--- config.mk ---
export PLATFORM = sky130hd
export DESIGN_NAME = fetch_unit
export DESIGN_NICKNAME = d
export VERILOG_FILES = /design/src/rtl/fetch_unit.sv
export SDC_FILE = /design/constraint.sdc
export NUM_CORES = 1
export LEC_CHECK = 0
export ABC_AREA = 0
export CORE_ASPECT_RATIO = 0.7
export CORE_MARGIN = 1.5
export CORE_UTILIZATION = 40
export CTS_CLUSTER_SIZE = 12
export DETAILED_ROUTE_END_ITERATION = 10
export GPL_ROUTABILITY_DRIVEN = 0
export REMOVE_ABC_BUFFERS = 1
export SYNTH_ARGS = -nofsm -noshare
export SYNTH_HDL_FRONTEND = slang
export SYNTH_SLANG_ARGS = --single-unit
--- constraint.sdc ---
create_clock -name clk -period 5.7 [get_ports clk]
set_input_delay 0.855 -clock clk [delete_from_list [all_inputs] [get_ports clk]]
set_output_delay 0.855 -clock clk [all_outputs]
set_load 0.03 [all_outputs]
--- src/rtl/fetch_unit.sv ---
// rtl/fetch_unit.sv - instruction fetch stage: owns the PC, issues imem requests, buffers words for decode
module fetch_unit #(
  parameter int                    ADDR_WIDTH = 32,
  parameter logic [ADDR_WIDTH-1:0] RESET_PC   = 32'h0040_0000,
  parameter int                    FIFO_DEPTH = 2
) (
  input  logic                  clk,
  input  logic                  reset,
  output logic                  Imem_Req_o,
  output logic [ADDR_WIDTH-1:0] Imem_Addr_o,
  input  logic                  Imem_Valid_i,
  input  logic [31:0]           Imem_Data_i,
  input  logic                  Redirect_i,
  input  logic [ADDR_WIDTH-1:0] Redirect_PC_i,
  output logic                  Instr_Valid_o,
  output logic [31:0]           Instr_o,
  output logic [ADDR_WIDTH-1:0] PC_o,
  input  logic                  Decode_Ready_i
);

  localparam int PW = $clog2(FIFO_DEPTH);
  localparam int CW = PW + 1;

  typedef enum logic [1:0] {IDLE, WAIT, WAIT_DISCARD} state_t;

  state_t                state, state_next;
  logic [ADDR_WIDTH-1:0] fetch_pc, req_pc;
  logic [31:0]           instr_mem [FIFO_DEPTH];
  logic [ADDR_WIDTH-1:0] pc_mem    [FIFO_DEPTH];
  logic [PW-1:0]         rd_ptr, wr_ptr;
  logic [CW-1:0]         count;
  logic [31:0]           last_instr;
  logic [ADDR_WIDTH-1:0] last_pc;
  logic                  busy, push, pop, issue;
  logic [CW:0]           occupancy;

  assign Instr_Valid_o = (count != '0);
  assign Instr_o       = Instr_Valid_o ? instr_mem[rd_ptr] : last_instr;
  assign PC_o          = Instr_Valid_o ? pc_mem[rd_ptr]    : last_pc;
  assign Imem_Addr_o   = fetch_pc;
  assign Imem_Req_o    = issue;

  always_comb begin
    busy      = (state != IDLE);
    pop       = Instr_Valid_o && Decode_Ready_i && !Redirect_i;
    push      = (state == WAIT) && Imem_Valid_i && !Redirect_i && !reset;
    // a head popped this cycle frees its slot, so a 1-cycle memory streams without bubbles
    occupancy = {1'b0, count} + {{CW{1'b0}}, busy} - {{CW{1'b0}}, pop};
    issue     = !reset && !Redirect_i && (occupancy < (CW+1)'(FIFO_DEPTH))
                && ((state == IDLE) || ((state == WAIT) && Imem_Valid_i));
  end

  always_comb begin
    state_next = state;
    case (state)
      IDLE: begin
        if (issue) state_next = WAIT;
      end
      WAIT: begin
        if (Redirect_i)        state_next = Imem_Valid_i ? IDLE : WAIT_DISCARD;
        else if (Imem_Valid_i) state_next = issue ? WAIT : IDLE;
      end
      WAIT_DISCARD: begin
        if (Imem_Valid_i) state_next = IDLE;
      end
      default: state_next = IDLE;
    endcase
  end

  always_ff @(posedge clk) begin
    if (reset) begin
      state      <= IDLE;
      fetch_pc   <= RESET_PC;
      req_pc     <= '0;
      count      <= '0;
      rd_ptr     <= '0;
      wr_ptr     <= '0;
      last_instr <= '0;
      last_pc    <= '0;
    end else begin
      state <= state_next;
      if (Instr_Valid_o) begin
        last_instr <= Instr_o;
        last_pc    <= PC_o;
      end
      if (Redirect_i) begin
        fetch_pc <= {Redirect_PC_i[ADDR_WIDTH-1:2], 2'b00};
        count    <= '0;
        rd_ptr   <= '0;
        wr_ptr   <= '0;
      end else begin
        if (issue) begin
          req_pc   <= fetch_pc;
          fetch_pc <= fetch_pc + ADDR_WIDTH'(4);
        end
        if (push) wr_ptr <= wr_ptr + PW'(1);
        if (pop)  rd_ptr <= rd_ptr + PW'(1);
        case ({push, pop})
          2'b10:   count <= count + CW'(1);
          2'b01:   count <= count - CW'(1);
          default: count <= count;
        endcase
      end
    end
  end

  // the word returning now belongs to the request captured at the previous issue
  always_ff @(posedge clk) begin
    if (push) begin
      instr_mem[wr_ptr] <= Imem_Data_i;
      pc_mem[wr_ptr]    <= req_pc;
    end
  end

endmodule

==> results of run 1 <==
==> cells by family (layout without fill, tap and decap cells) <==
kind of cell / after synthesis / count (layout) / share of synthesized area
AOI/OAI and AO/OA: 163 / 163 / 0.0936
and+or+nand+nor: 313 / 313 / 0.157
xor gates and xnor gates: 12 / 12 / 0.0106
muxes: 65 / 65 / 0.0657
buffers and inverters: 67 / 230 / 0.0288
DFF: 255 / 255 / 0.638
adders and majority gates: 4 / 4 / 0.00579
other: 1 / 2 / 0.000377
==> layout by cell type (no fill, tap or decap), types with 4 or more instances in the layout <==
master	n
dfxtp_1	130
and4_1	5
clkbuf_16	28
mux2i_1	63
nor3_1	5
xnor2_1	9
clkbuf_1	14
nor2_1	24
or4_1	5
clkbuf_8	4
and3_1	5
clkdlybuf4s50_1	160
nor2b_1	52
o21ai_0	76
a21oi_1	47
nand2_1	151
nand4_1	10
buf_4	10
and2_1	17
a211oi_1	4
a31oi_1	8
inv_1	9
nor4_1	11
edfxtp_1	124
a32oi_1	4
nand3_1	11
==> flip-flops by register name (all words and copies together), names as in the netlist, named ones only <==
register / cells
last_pc: 32
state: 2
Imem_Addr_o: 30
rd_ptr: 1
pc_mem: 60
last_instr: 32
instr_mem: 64
wr_ptr: 1
req_pc: 30
count: 2
==> through the flow <==
stage	setup TNS (ns)	setup WS (ns)	hold WS [ns]	power, mW
2_1_floorplan	-176.93	-3.15	0.425	2.10
3_3_place_gp	0	1.10	0.434	2.23
3_5_place_dp	0	1.03	0.439	2.23
4_1_cts	0	1.24	0.453	3.87
5_1_grt	0	1.08	0.462	3.97
6_report	0	1.25	0.453	3.82
==> worst max path at each step <==
stage / startpoint / to / slack (ns) / cells past startpoint
floorplan: count[1] / Imem_Req_o / -3.15 / 10
global placement: Decode_Ready_i / Imem_Addr_o[16] / 1.10 / 13
detailed placement: Decode_Ready_i / Imem_Addr_o[16] / 1.03 / 13
CTS: Decode_Ready_i / Imem_Req_o / 1.24 / 10
global route: Decode_Ready_i / Imem_Req_o / 1.08 / 10
finish: Decode_Ready_i / Imem_Req_o / 1.25 / 10
==> Yosys cell counts, types with 5 or more instances <==
| library cell | count | share of area |
|---|---|---|
| or4_1 | 5 | 0.0038 |
| nor4_1 | 11 | 0.0069 |
| edfxtp_1 | 124 | 0.37 |
| nor2b_1 | 52 | 0.033 |
| clkbuf_1 | 42 | 0.016 |
| and2_1 | 17 | 0.011 |
| nand2_1 | 151 | 0.057 |
| inv_1 | 9 | 0.0034 |
| nand3_1 | 11 | 0.0055 |
| nor3_1 | 5 | 0.0025 |
| and4_1 | 5 | 0.0044 |
| a21oi_1 | 47 | 0.024 |
| nand4_1 | 10 | 0.0063 |
| xnor2_1 | 9 | 0.0079 |
| buf_2 | 10 | 0.0050 |
| o21ai_0 | 76 | 0.038 |
| dfxtp_1 | 131 | 0.26 |
| and3_1 | 5 | 0.0031 |
| mux2i_1 | 63 | 0.063 |
| a31oi_1 | 8 | 0.0050 |
| nor2_1 | 27 | 0.010 |
==> power by group through the flow <==
stage               combinational, mW  clock [mW]  sequential (mW)
global route                    0.237        1.75             1.98
global placement                0.219           0             2.01
detailed placement              0.220           0             2.01
floorplan                      0.0659           0             2.03
finish                          0.220        1.63             1.97
CTS                             0.222        1.68             1.97
==> layer usage <==
metal  GRT usage  up-vias  part of all wire
met3      0.0405       34             0.063
met5           0        -                 0
met4      0.0469        0             0.022
li1            -     3417                 -
met2       0.268      182              0.42
met1       0.263     3241              0.49
==> final cells by class <==
class / count / area (µm²)
multi-input combinational: 559 / 3350
sequential: 255 / 6350
clock inverter: 2 / 8.76
fill: 2200 / 11800
tap: 325 / 407
clock buffer: 46 / 808
timing repair buffer: 172 / 1720
inverter: 10 / 37.5
==> results.txt, run 1 <==
Worst-path cell with the longest stage delay -> xnor2_1
Final Cycle Share -> 0.781
Core Rows -> 48
Hold_sp -> req_pc[20]
Antenna-violating nets left -> 0
Ys async rst share -> 0
R2R depth -> 14
Post-synthesis sequential area ratio -> 0.638
Psw -> 0.833 mW
Final setup fails -> 0
Die Ht -> 135 µm
Insertion delay to the later sink of the worst-skew pair -> 0.53 ns
Diode count -> 0
Clk sink count -> 255
Critical setup path kind -> in2out
Crit Path Max Fanout -> 21
I/O pin cnt -> 167
DRC errors left -> 0
Design area -> 12700 µm²
Logic pwr share -> 0.057
Postcts setup bufs -> 0
Synth Area per Inst -> 11.3 µm²
First-pass GRT wire length -> 36.2 mm
Worst-case vdd ir drop -> 0.000214 V
Post-synth EDFFs -> 124
Worst-path cell chain -> clkdlybuf4s50_1 > nand2_1 > nor2_1 > ha_1 > nand2b_1 > fa_1 > xnor2_1 > nand4b_4 > inv_2 > buf_4
RSZ-0062 raised after global routing -> false
Share of post-route cells with drive strength above 1 -> 0.0565
Count of cell types in the netlist -> 59
Internal -> 2.99 mW
Worst EP required -> 4.85 ns
Largest net degree at the start of global routing -> 78
Run status -> finished, final reports clean
Die W -> 191 µm
Placed insts -> 1321
Vias in the first global route -> 6503
Fin. Hold Viols -> 0
1st-pass router iterations -> 4
Number of buffers created by CTS -> 26
Synth warnings -> 0
Clock Power Share -> 0.426
Die ar. -> 25800 µm²
CP bufs+invs -> 3
Hold worst-path end -> pc_mem[0][20]
Non-filler cells, final -> 1369
Longest Clk Path Bufs -> 3
Post-CTS sizing -> 0
CP Capture Type -> output port
CP startpoint kind -> primary input
Total number of H-tree levels -> 1
FF-to-FF End -> Imem_Addr_o[4]
CTS tree -> done
Via count -> 6874
Reg2Reg Launch Point -> count[1]
Lkg Pwr -> 4.19 nW
Least-Margin Pin Slew -> 0.934 ns
WP data arrival -> 3.59 ns
Mapped Cells -> 880
DP Area -> 11900 µm²
Headroom to the max-slew limit -> 0.378
Family with the most delay on the worst path -> simple AND/OR/NAND/NOR gates
Max Cap Viol -> 0
Initial antenna violation count -> 0
CORE AREA -> 24500 µm²
DR WL/cell -> 17.0 µm
Worst min path class -> reg2reg
Clk slew on worst S/H paths -> 0.06 ns
Final nets -> 1097
Post-synth top flop -> dfxtp_1
Hold depth -> 0
Post-CTS Hold Buffers -> 0
Vias per cell -> 5.02
Synth Register Bits -> 255
Sw Ratio -> 0.218
Root Buffer Master -> clkbuf_16
WL final -> 23.3 mm
R2R Setup Slk -> 1.74 ns
Mapped cell area -> 9950 µm²
IO Port Bufs -> 162
Dpl hpwl -> 14.3 mm
Initial Utilization -> 0.406
Worst clock skew -> 0.0113 ns
Fmax -> 225 MHz
PwrDens -> 302 nW/µm²
Seq pwr share -> 0.516
Max incr delay on CP -> 0.46 ns
Overflow after GRT -> 0
Layout area overhead -> 27.4%
Pins Over Slew Limit -> 0
Final Util -> 0.517
Iteration-0 DRC count of the detailed router -> 360
Minimum clock period -> 4.45 ns
GR Util All Layers -> 0.180
Note: power is estimated with default switching activity, not from simulation.
==> run 2: changes to the inputs <==
- PLACE_DENSITY: default -> 0.65
- clock period: 5.7 -> 3.89 ns (I/O delays scaled with it)
==> results.txt, run 2 (synthesis results as in run 1) <==
Run status -> finished, final reports clean
Antenna-violating nets left -> 0
Area occupied by multi-input gates -> 3350 µm²
Largest net degree at the start of global routing -> 129
Hold_ws -> 0.450 ns
PnR worst setup slack -> 0.210 ns
CORE AREA -> 24500 µm²
Fill cell count -> 2202
Minimum clock period -> 3.68 ns
Worst-path cell chain -> nor2_4 > inv_1 > nand2_1 > nor2_1 > ha_1 > nand2b_1 > fa_1 > nor3b_4 > nand4b_4 > inv_4 > buf_4
Share of post-route cells with drive strength above 1 -> 0.0610
Pins Over Slew Limit -> 0
Vias in the first global route -> 6648
Worst min path class -> reg2reg
WL final -> 23.0 mm
I/O pin cnt -> 167
Critical setup path kind -> reg2out
IO Port Bufs -> 162
TNS Setup -> 0 ns
Largest register FFs -> 64
Die Ht -> 135 µm
Most flops, register -> instr_mem
Core Rows -> 48
CP Launch Point -> count[0]
Final setup fails -> 0
Clk slew on worst S/H paths -> 0.06 ns
Longest Clk Path Bufs -> 3
Placement Setup Slack -> 0.195 ns
CP startpoint kind -> flop
Max Cap Viol -> 0
Initial antenna violation count -> 2
Biggest regs -> instr_mem (64), pc_mem (60)
Headroom to the max-slew limit -> 0.486
CP Capture Type -> output port
Least-Margin Pin Slew -> 0.769 ns
WP data arrival -> 3.10 ns
Reg2Reg Launch Point -> count[0]
Final Cycle Share -> 0.946
Post-CTS Hold Buffers -> 0
Diode count -> 0
Clk sink count -> 255
DRC errors left -> 0
Number of buffers created by CTS -> 26
Fin. Hold Viols -> 0
1st-pass router iterations -> 5
Insertion delay to the later sink of the worst-skew pair -> 0.52 ns
Commonest non-fill, non-tap cells in the layout -> 160 x clkdlybuf4s50_1, 151 x nand2_1, 129 x dfxtp_1
Dpl hpwl -> 14.5 mm
Final nets -> 1103
Die ar. -> 25800 µm²
Worst clock skew -> 0.0134 ns
Via count -> 6918
Postcts setup bufs -> 0
Sequential Area -> 6350 µm²
Worst EP required -> 3.31 ns
Worst-path cell with the longest stage delay -> fa_1
Overflow after GRT -> 0
Max incr delay on CP -> 0.49 ns
Final Util -> 0.518
Root Buffer Master -> clkbuf_16
Worst-case vdd ir drop -> 0.000281 V
Die W -> 191 µm
CTS tree -> done
Lkg Pwr -> 4.21 nW
Layout area overhead -> 27.7%
DR WL/cell -> 16.7 µm
RSZ-0062 raised after global routing -> false
Iteration-0 DRC count of the detailed router -> 322
Most common cell after layout, fill and taps aside -> clkdlybuf4s50_1
Total number of H-tree levels -> 1
Hold_sp -> req_pc[4]
Vias per cell -> 5.03
Fmax -> 272 MHz
GR Util All Layers -> 0.176
First-pass GRT wire length -> 35.6 mm
Initial Utilization -> 0.406
Crit Path Max Fanout -> 8
PwrDens -> 434 nW/µm²
## run 2: timing repair
action / 4_1_cts / 5_1_grt
endpoints found under the hold margin: 0 / 0
gates resized for setup: 0 / 2
endpoints found under the setup margin: 0 / 1
## run 2: worst max-delay path, delay by kind of cell, from the launching register on
kind | cells | cell delay, ns
simple gates | 6 | 0.96
fa+ha+maj | 2 | 0.74
flops | 1 | 0.44
buf+inv | 3 | 0.42
## run 2: final cells by class
class                   count  share of cell area
clock inverters             5             0.00168
repair buffers            178               0.140
multi-input cells         559               0.264
clock buffers              43              0.0595
flip-flops and latches    255               0.500
well taps                 325              0.0320
inverters                  10             0.00315
## run 2: final timing paths
path | end | slack, ns | cells after the start
max | Imem_Req_o | 0.21 | 11
min | pc_mem[1][4] | 0.45 | 0
max reg2reg | Imem_Addr_o[5] | 0.63 | 12
min reg2reg | pc_mem[1][4] | 0.45 | 0
## run 2: per-stage QoR
step	cell area, µm²	instances	total power [mW]
after floorplan	9700	824	3.07
after global placement	11900	1327	3.27
after detailed placement	11900	1327	3.27
after CTS	12700	1375	5.57
after global routing	12700	1375	5.70
final	12700	1375	5.51
## run 2: layer usage
metal / global-route usage / vias up / wire length (µm)
li1: - / 3425 / -
met1: 0.243 / 3239 / 10800
met2: 0.272 / 211 / 9870
met3: 0.0548 / 41 / 1820
met4: 0.0399 / 2 / 476
met5: 0 / - / 13
## run 2: power by group
part,internal [mW],switching [mW],total (mW)
combinational,0.146,0.178,0.324
sequential,2.84,0.0489,2.89
clock,1.32,0.978,2.29
==> run 3: changes to the inputs <==
- CTS_BUF_LIST: default -> sky130_fd_sc_hd__clkbuf_8
==> results.txt, run 3 (synthesis results as in run 1) <==
Fin. Hold Viols -> 0
Crit Path Max Fanout -> 8
Share of post-route cells with drive strength above 1 -> 0.0808
Total number of H-tree levels -> 2
Initial antenna violation count -> 2
Vias per cell -> 5.01
Lkg Pwr -> 4.29 nW
CORE AREA -> 24500 µm²
Max incr delay on CP -> 0.48 ns
Worst min path class -> reg2reg
I/O pin cnt -> 167
IO Port Bufs -> 162
Largest register FFs -> 64
Most flops, register -> instr_mem
Post-CTS Hold Buffers -> 0
Clk sink count -> 255
Iteration-0 DRC count of the detailed router -> 280
Final Cycle Share -> 0.939
Commonest non-fill, non-tap cells in the layout -> 160 x clkdlybuf4s50_1, 151 x nand2_1, 128 x dfxtp_1
Critical setup path kind -> reg2out
Biggest regs -> instr_mem (64), pc_mem (60)
Worst-path cell chain -> nor2_4 > inv_1 > nand2_1 > nor2_1 > ha_1 > nand2b_1 > fa_1 > nor3b_4 > nand4b_4 > inv_4 > buf_4
Most common cell after layout, fill and taps aside -> clkdlybuf4s50_1
Vias in the first global route -> 6766
Worst EP required -> 3.31 ns
RSZ-0062 raised after global routing -> false
DRC errors left -> 0
Overflow after GRT -> 0
CP startpoint kind -> flop
Fmax -> 274 MHz
PwrDens -> 424 nW/µm²
Clk slew on worst S/H paths -> 0.06 ns
Die W -> 191 µm
Number of buffers created by CTS -> 41
Design area -> 12700 µm²
DR WL/cell -> 16.6 µm
Final nets -> 1119
Final setup fails -> 0
Max Cap Viol -> 0
Fill cell count -> 2222
GR Util met2 -> 0.269
Pins Over Slew Limit -> 0
Placement Setup Slack -> 0.195 ns
Least-Margin Pin Slew -> 0.766 ns
DP Area -> 11900 µm²
Layout area overhead -> 27.7%
Die Ht -> 135 µm
Minimum clock period -> 3.65 ns
Worst-case vdd ir drop -> 0.000233 V
WP data arrival -> 3.07 ns
Longest Clk Path Bufs -> 3
GR Layer Usage met3 -> 0.0657
Headroom to the max-slew limit -> 0.488
Via count -> 7024
Grt peak-use layer -> met2
Diode count -> 0
GR Util All Layers -> 0.181
WL final -> 23.3 mm
Core Rows -> 48
Antenna-violating nets left -> 0
Worst clock skew -> 0.0227 ns
CP Capture Type -> output port
Worst-path cell with the longest stage delay -> fa_1
Root Buffer Master -> clkbuf_8
Initial Utilization -> 0.406
Run status -> finished, final reports clean
Largest net degree at the start of global routing -> 129
Die ar. -> 25800 µm²
Grt met1 use -> 0.246
CTS tree -> done
Insertion delay to the later sink of the worst-skew pair -> 0.54 ns
PnR worst setup slack -> 0.237 ns
1st-pass router iterations -> 5
Dpl hpwl -> 14.5 mm
First-pass GRT wire length -> 36.2 mm
## run 3: cell types whose count changed in the layout (fill, tap and decap cells not counted), moves of 2 or more
cell,before,now
clkbuf_16,27,0
clkinvlp_4,0,2
clkbuf_1,14,0
clkbuf_8,2,45
inv_1,9,28
clkinv_2,2,4
## run 3: per-layer routing
| metal | share of wire | routed length [µm] | vias to the layer above |
|---|---|---|---|
| li1 | - | - | 3462 |
| met1 | 0.47 | 10900 | 3300 |
| met2 | 0.43 | 9970 | 219 |
| met3 | 0.086 | 2020 | 41 |
| met4 | 0.020 | 464 | 2 |
| met5 | 0.00056 | 13 | - |
## run 3: worst max-delay path, delay by kind of cell, from the launching register on
family	cells	cell delay [ns]
flip-flops	1	0.41
buffers and inverters	3	0.42
AND/OR/NAND/NOR	6	0.96
adder cells (fa/ha/maj)	2	0.73
## run 3: path summary, 6_finish.rpt
path | end | cells past startpoint | slack [ns] | startpoint
max | Imem_Req_o | 11 | 0.24 | count[1]
min | pc_mem[0][14] | 0 | 0.44 | req_pc[14]
max reg2reg | Imem_Addr_o[24] | 12 | 0.69 | count[1]
min reg2reg | pc_mem[0][14] | 0 | 0.44 | req_pc[14]
## run 3: timing repair
item,CTS,global route
setup buffers,0,1
resized for setup,0,3
endpoints found under the setup margin,0,1
## run 3: where the power goes
part / internal [mW] / switching, mW / total, mW
clock network: 1.13 / 1.04 / 2.17
registers: 2.84 / 0.0486 / 2.89
logic: 0.146 / 0.178 / 0.325
total: 4.12 / 1.26 / 5.38
## run 3: final cells by class
cell class	instances	area, µm²	area share
flip-flops and latches	255	6350	0.500
multi-input cells	559	3350	0.264
repair buffers	179	1780	0.140
clock buffers	45	619	0.0488
well taps	325	407	0.0320
clock inverters	29	148	0.0116
inverters	10	40.0	0.00315
## run 3: metrics by stage
stage	std cells	utilization	hold WS, ns	TNS [ns]	total power, mW
final	1402	0.518	0.445	0	5.38
after global routing	1402	0.518	0.449	0	5.61
after CTS	1401	0.518	0.432	0	5.45
after detailed placement	1327	0.486	0.439	0	3.27
after global placement	1327	0.486	0.431	0	3.27
after floorplan	824	-	0.425	-515.34	3.07
